File: src/rtl/seq_approx_mul_if.sv
// seq_approx_mul_if: operand/result valid-ready handshake bundle for seq_approx_mul
interface seq_approx_mul_if #(
  parameter int WIDTH = 4,
  parameter int CNT_W = $clog2(WIDTH + 1)
);
  logic               in_valid;
  logic               in_ready;
  logic [WIDTH-1:0]   in_a;
  logic [WIDTH-1:0]   in_b;
  logic               in_approx;
  logic               out_valid;
  logic               out_ready;
  logic [2*WIDTH-1:0] out_prod;
  logic [CNT_W-1:0]   out_cycles;
  modport master (
    output in_valid, in_a, in_b, in_approx, out_ready,
    input  in_ready, out_valid, out_prod, out_cycles
  );
  modport slave (
    input  in_valid, in_a, in_b, in_approx, out_ready,
    output in_ready, out_valid, out_prod, out_cycles
  );
endinterface

File: src/rtl/seq_approx_mul.sv
// seq_approx_mul: iterative shift-and-add multiplier with optional low-column truncation and early exit
module seq_approx_mul #(
  parameter int WIDTH      = 4,
  parameter int TRUNC_COLS = 2,
  parameter int EARLY_EXIT = 1,
  parameter int CNT_W      = $clog2(WIDTH + 1)
) (
  input logic            clk,
  input logic            rst_n,
  seq_approx_mul_if.slave io
);
  typedef enum logic [1:0] {IDLE, BUSY, DONE} state_t;
  localparam int PW = 2 * WIDTH;
  localparam logic [CNT_W-1:0] K_LAST = CNT_W'(WIDTH - 1);
  state_t           state_q, state_d;
  logic [WIDTH-1:0] a_q, a_d, b_q, b_d, b_sh;
  logic             approx_q, approx_d, valid_q, valid_d;
  logic [PW-1:0]    acc_q, acc_d, mask, pp;
  logic [CNT_W-1:0] k_q, k_d, cycles_q, cycles_d;
  logic             accept, busy, last;
  assign accept = state_q == IDLE && io.in_valid;
  assign busy   = state_q == BUSY;
  assign b_sh   = b_q >> k_q;
  assign mask   = approx_q ? {PW{1'b1}} << TRUNC_COLS : {PW{1'b1}};
  assign pp     = b_sh[0] ? ({{WIDTH{1'b0}}, a_q} << k_q) & mask : '0;
  assign last   = k_q == K_LAST || (EARLY_EXIT != 0 && b_sh[WIDTH-1:1] == '0);
  assign io.in_ready   = rst_n && state_q == IDLE;
  assign io.out_valid  = valid_q;
  assign io.out_prod   = acc_q;
  assign io.out_cycles = cycles_q;
  always_comb begin
    state_d  = accept ? BUSY : busy && last ? DONE : state_q == DONE && io.out_ready ? IDLE : state_q;
    a_d      = accept ? io.in_a : a_q;
    b_d      = accept ? io.in_b : b_q;
    approx_d = accept ? io.in_approx : approx_q;
    acc_d    = accept ? '0 : busy ? acc_q + pp : acc_q;
    k_d      = accept ? '0 : busy && !last ? k_q + 1'b1 : k_q;
    cycles_d = busy && last ? k_q + 1'b1 : cycles_q;
    valid_d  = state_d == DONE;
  end
  always_ff @(posedge clk or negedge rst_n) begin
    if (!rst_n) begin
      state_q  <= IDLE;
      a_q      <= '0;
      b_q      <= '0;
      approx_q <= 1'b0;
      acc_q    <= '0;
      k_q      <= '0;
      cycles_q <= '0;
      valid_q  <= 1'b0;
    end else begin
      state_q  <= state_d;
      a_q      <= a_d;
      b_q      <= b_d;
      approx_q <= approx_d;
      acc_q    <= acc_d;
      k_q      <= k_d;
      cycles_q <= cycles_d;
      valid_q  <= valid_d;
    end
  end
endmodule

File: src/flat_wrapper.sv
// flat-port wrapper written by rule: the top's interface ports become plain ports
module seq_approx_mul_flat 
#(
  parameter int WIDTH      = 4,
  parameter int TRUNC_COLS = 2,
  parameter int EARLY_EXIT = 1,
  parameter int CNT_W      = $clog2(WIDTH + 1)
)
  (clk, rst_n, io_in_valid, io_in_a, io_in_b, io_in_approx, io_out_ready, io_in_ready, io_out_valid, io_out_prod, io_out_cycles);
  seq_approx_mul_if #(.WIDTH(WIDTH), .CNT_W(CNT_W)) io_i ();
  input logic clk;
  input logic rst_n;
  input wire logic [$bits(io_i.in_valid)-1:0] io_in_valid;
  input wire logic [$bits(io_i.in_a)-1:0] io_in_a;
  input wire logic [$bits(io_i.in_b)-1:0] io_in_b;
  input wire logic [$bits(io_i.in_approx)-1:0] io_in_approx;
  input wire logic [$bits(io_i.out_ready)-1:0] io_out_ready;
  output wire logic [$bits(io_i.in_ready)-1:0] io_in_ready;
  output wire logic [$bits(io_i.out_valid)-1:0] io_out_valid;
  output wire logic [$bits(io_i.out_prod)-1:0] io_out_prod;
  output wire logic [$bits(io_i.out_cycles)-1:0] io_out_cycles;
  assign io_i.in_valid = io_in_valid;
  assign io_i.in_a = io_in_a;
  assign io_i.in_b = io_in_b;
  assign io_i.in_approx = io_in_approx;
  assign io_i.out_ready = io_out_ready;
  assign io_in_ready = io_i.in_ready;
  assign io_out_valid = io_i.out_valid;
  assign io_out_prod = io_i.out_prod;
  assign io_out_cycles = io_i.out_cycles;
  seq_approx_mul #(.WIDTH(WIDTH), .TRUNC_COLS(TRUNC_COLS), .EARLY_EXIT(EARLY_EXIT), .CNT_W(CNT_W)) u_core (.clk(clk), .rst_n(rst_n), .io(io_i));
endmodule
File: config.mk
export PLATFORM = sky130hd
export DESIGN_NAME = seq_approx_mul_flat
export DESIGN_NICKNAME = d
export VERILOG_FILES = /design/src/rtl/seq_approx_mul_if.sv /design/src/rtl/seq_approx_mul.sv /design/src/flat_wrapper.sv
export SDC_FILE = /design/constraint.sdc
export NUM_CORES = 1
export LEC_CHECK = 0
export CORE_ASPECT_RATIO = 2
export CORE_UTILIZATION = 30
export CTS_CLUSTER_SIZE = 8
export DETAILED_ROUTE_END_ITERATION = 8
export DONT_BUFFER_PORTS = 1
export PLACE_DENSITY_LB_ADDON = 0.08
export SYNTH_ARGS = -nofsm -noshare
export SYNTH_HDL_FRONTEND = slang
export SYNTH_SLANG_ARGS = --single-unit
File: constraint.sdc
create_clock -name clk -period 4.4 [get_ports clk]
set_input_delay 1.32 -clock clk [delete_from_list [all_inputs] [get_ports clk]]
set_output_delay 1.32 -clock clk [all_outputs]
set_load 0.1 [all_outputs]
==> qor.log <==
qor: status.outcome complete, no violations
qor: yosys.syn_area 1540 sq um
qor: yosys.ys_seq_area_share 42.2%
qor: clock_tree.clkLatencyLatePin 0.28 ns
qor: route.drt_first_iter_violations 18
qor: floorplanning.die_h 103 microns
qor: sta.hold_viol_final 0
qor: placement.dp_hpwl 2.50 mm
qor: critical_path.crit_cells 2
qor: sta.fin_worst_skew 0.00489 ns
qor: critical_path.critical_path.max_fanout 27
qor: sta.timing.final.setup_violations 0
qor: clock_tree.post_cts_buffers 0
qor: yosys.post_synth_inst_count 162
qor: min_path.end_of_the_worst_hold_path u_core.b_q[0]$_DFFE_PN0P_
qor: sta.worst_pin_slew 0.993 ns
qor: critical_path.path_buf_inv 1
qor: critical_path.worstPathRequired 3.08 ns
qor: route.wl 3.35 mm
qor: yosys.synth-seq-cells 26
qor: yosys.synth-edff-count 0
qor: sta.setup_repair_after_global_routing_missed_its_margin no
qor: cells_and_area.multi_input_area 837 sq um
qor: floorplanning.area_of_the_placeable_core 4910 sq um
qor: route.route.detailed.vias_per_inst 5.19
qor: placement.gp_routability_congestion 0.830
qor: placement.count_of_input_and_output_buffers 0
qor: critical_path.r2r_start u_core.k_q[1]$_DFFE_PN0P_
qor: yosys.syn-num-nets 185
qor: route.drcViolationCount 0
qor: critical_path.dominant_delay_contributor_by_cell_family_on_the_critical_path buffers and inverters
qor: sta.timing.setup.tns 0 ns
qor: yosys.synthArstFlopShare 100%
qor: min_path.holdCritPathClass reg -> reg
qor: clock_tree.tritoncts yes
qor: critical_path.reg2regPathDepth 9
qor: clock_tree.cts_resized 0
qor: clock_tree.clkSlewWorstSetupHoldPaths 0.10 ns
qor: route.vias 1132
qor: yosys.ys_flop_type sky130_fd_sc_hd__dfrtp_1
qor: min_path.hold_path.startpoint u_core.b_q[0]$_DFFE_PN0P_
qor: critical_path.worst_ep_arrival 1.70 ns
qor: grt.number_of_antenna_violations_at_the_first_check_in_global_routing 0
qor: yosys.yosysUniqueCellTypes 38
qor: route.wire_per_inst 15.4 microns
qor: cells_and_area.n_antenna_cell 0
qor: floorplanning.io-pin-count 26
qor: grt.track_usage 14.3%
qor: cells_and_area.areaGrowthSynthToFinish 7.55%
qor: critical_path.crit_slowest_cell sky130_fd_sc_hd__buf_4
qor: yosys.synth_warnings 0
qor: sta.final.period_utilization 68.6%
qor: clock_tree.htreeDepth 1
qor: min_path.whs_path_depth 2
qor: yosys.syn-mean-instance-area 9.51 sq um
qor: flow_run.max_cap_violations 0
qor: floorplanning.initial_standard_cell_utilization_of_the_core 31.4%
qor: sta.relSlewSlack 33.8%
qor: cells_and_area.fraction_of_final_layout_cells_with_drive_strength_greater_than_1 9.94%
qor: critical_path.setup.worst_path.class in -> out
qor: critical_path.worst_path_largest_cell_delay 0.28 ns
qor: grt.via_count_of_the_first_global_routing_pass 1169
qor: sta.fmaxAchievable 331 MHz
qor: cells_and_area.area.sequential 651 sq um
qor: critical_path.timing.reg2reg.setup_slack 1.49 ns
qor: sta.timing.final.crit_period 3.02 ns
qor: cells_and_area.fillerInstances 527
qor: grt.largest_net_degree_at_the_start_of_global_routing 28
qor: grt.grt_pass1_wl 5.64 mm
qor: clock_tree.cts.path.max_buffers 2
qor: clock_tree.cts.sink_count 26
qor: floorplanning.core.rowCount 36
qor: clock_tree.cts_hold_buffers 0
qor: grt.remaining_global_route_overflow 0
qor: floorplanning.die_width 52.7 microns
qor: critical_path.critical_path.reg2reg.endpoint u_core.io.out_prod[6]$_DFFE_PN0P_
qor: critical_path.crit_start rst_n
qor: route.drt_first_pass_iters 4
qor: critical_path.crit_chain and2_1, buf_4
qor: sta.finalMaxSlewViolations 0
qor: cells_and_area.nets 185
qor: critical_path.setup.worst_path.start_class input pin
qor: floorplanning.dieArea 5440 sq um
qor: clock_tree.tritoncts.num_buffers 3
qor: critical_path.crit_path_end_kind output port
qor: route.route.antenna.remaining_nets 0
qor: clock_tree.clk_root_buffer_cell sky130_fd_sc_hd__clkbuf_8
[metal layers]
layer  wire length, microns  GRT usage (%)  vias to the layer above
met5                      0              0                        -
met4                     59           6.07                        0
met3                     96           1.46                        4
met2                   1900           27.0                       21
met1                   1300           15.4                      544
li1                       -              -                      563
[worst max path at each step]
stage                                              endpoint  slack (ns)
final                                           io_in_ready        1.38
after detailed placement                        io_in_ready        1.38
after global routing      u_core.io.out_prod[6]$_DFFE_PN0P_        1.29
after CTS                                       io_in_ready        1.38
after global placement                          io_in_ready        1.38
after floorplan                                 io_in_ready        1.03
[worst register-to-register path, cell delays in order, from the launching register on]
cell,delay [ns]
sky130_fd_sc_hd__dfrtp_1,0.65
sky130_fd_sc_hd__mux4_2,0.59
sky130_fd_sc_hd__nand2_2,0.15
sky130_fd_sc_hd__nor4_2,0.05
sky130_fd_sc_hd__ha_1,0.24
sky130_fd_sc_hd__fa_1,0.44
sky130_fd_sc_hd__a211oi_1,0.28
sky130_fd_sc_hd__o21bai_1,0.14
sky130_fd_sc_hd__mux2i_1,0.17
sky130_fd_sc_hd__nand3_1,0.09
[placed cells by master (no fill, tap or decap), drive strengths merged]
cell type	netlist	routed
xnor2	2	2
mux4	1	1
dfrtp	26	26
nand2	38	38
xor2	1	1
ha	9	9
a31oi	1	1
o21ai	14	14
a21o	4	4
o211ai	3	3
o21bai	1	1
and2	4	4
nor3b	3	3
nor2b	1	1
a211oi	6	6
nor3	2	2
and2b	1	1
a21oi	5	5
mux2	2	2
buf	4	1
nor4	2	2
bufinv	0	1
nand2b	3	3
nor2	5	5
fa	1	1
inv	5	5
o22ai	1	1
clkbuf	2	3
nand3	8	8
mux2i	7	7
[synthesized netlist by cell type, types with 3 or more instances]
cell | number | share of area, %
sky130_fd_sc_hd__a211oi_1 | 5 | 2.4
sky130_fd_sc_hd__a21o_1 | 4 | 1.9
sky130_fd_sc_hd__a21oi_1 | 5 | 1.6
sky130_fd_sc_hd__buf_2 | 3 | 0.97
sky130_fd_sc_hd__dfrtp_1 | 26 | 42
sky130_fd_sc_hd__ha_1 | 9 | 7.3
sky130_fd_sc_hd__inv_1 | 5 | 1.2
sky130_fd_sc_hd__mux2i_1 | 7 | 4.5
sky130_fd_sc_hd__nand2_1 | 37 | 9.0
sky130_fd_sc_hd__nand2b_1 | 3 | 1.2
sky130_fd_sc_hd__nand3_1 | 7 | 2.3
sky130_fd_sc_hd__nor2_1 | 5 | 1.2
sky130_fd_sc_hd__nor3b_1 | 3 | 1.5
sky130_fd_sc_hd__o211ai_1 | 3 | 1.5
sky130_fd_sc_hd__o21ai_0 | 3 | 0.97
sky130_fd_sc_hd__o21ai_1 | 10 | 3.2
[logic make-up after synthesis]
logic type	after synthesis	synth area share, %
AOI/OAI and AO/OA	35	14.4
xor gates and xnor gates	3	1.71
adders and majority gates	10	8.61
buffers and inverters	11	3.41
DFF	26	42.2
muxes	10	7.72
and+or+nand+nor	67	21.9
[per-stage QoR]
| stage | cell area (sq um) | hold WS, ns | instances | setup WS (ns) | util, % |
|---|---|---|---|---|---|
| 5_1_grt | 1660 | 0.558 | 218 | 1.29 | 33.7 |
| 3_5_place_dp | 1590 | 0.461 | 214 | 1.38 | 32.3 |
| 3_3_place_gp | 1590 | 0.466 | 214 | 1.38 | 32.3 |
| 2_1_floorplan | 1540 | 0.441 | 162 | 1.03 | - |
| 6_report | 1660 | 0.488 | 218 | 1.38 | 33.7 |
| 4_1_cts | 1660 | 0.495 | 218 | 1.38 | 33.7 |
[state kept, by name (all words and copies together), names as in the netlist]
name / flops
u_core.io.out_prod: 8
u_core.a_q: 4
u_core.b_q: 4
u_core.io.out_cycles: 3
u_core.k_q: 3
u_core.state_q: 2
u_core.approx_q: 1
u_core.io.out_valid: 1
[layout make-up]
cell class	instances	share of cell area (%)
multi-input combinational	125	50.5
sequential	26	39.3
tap	57	4.31
clock buffer	3	2.49
clock inverter	1	1.81
inverter	5	1.13
timing repair buffer	1	0.453
Power is left out: the tool's default activity adds up to more than one toggle a clock period on the data nets, which glitch-free logic cannot reach.
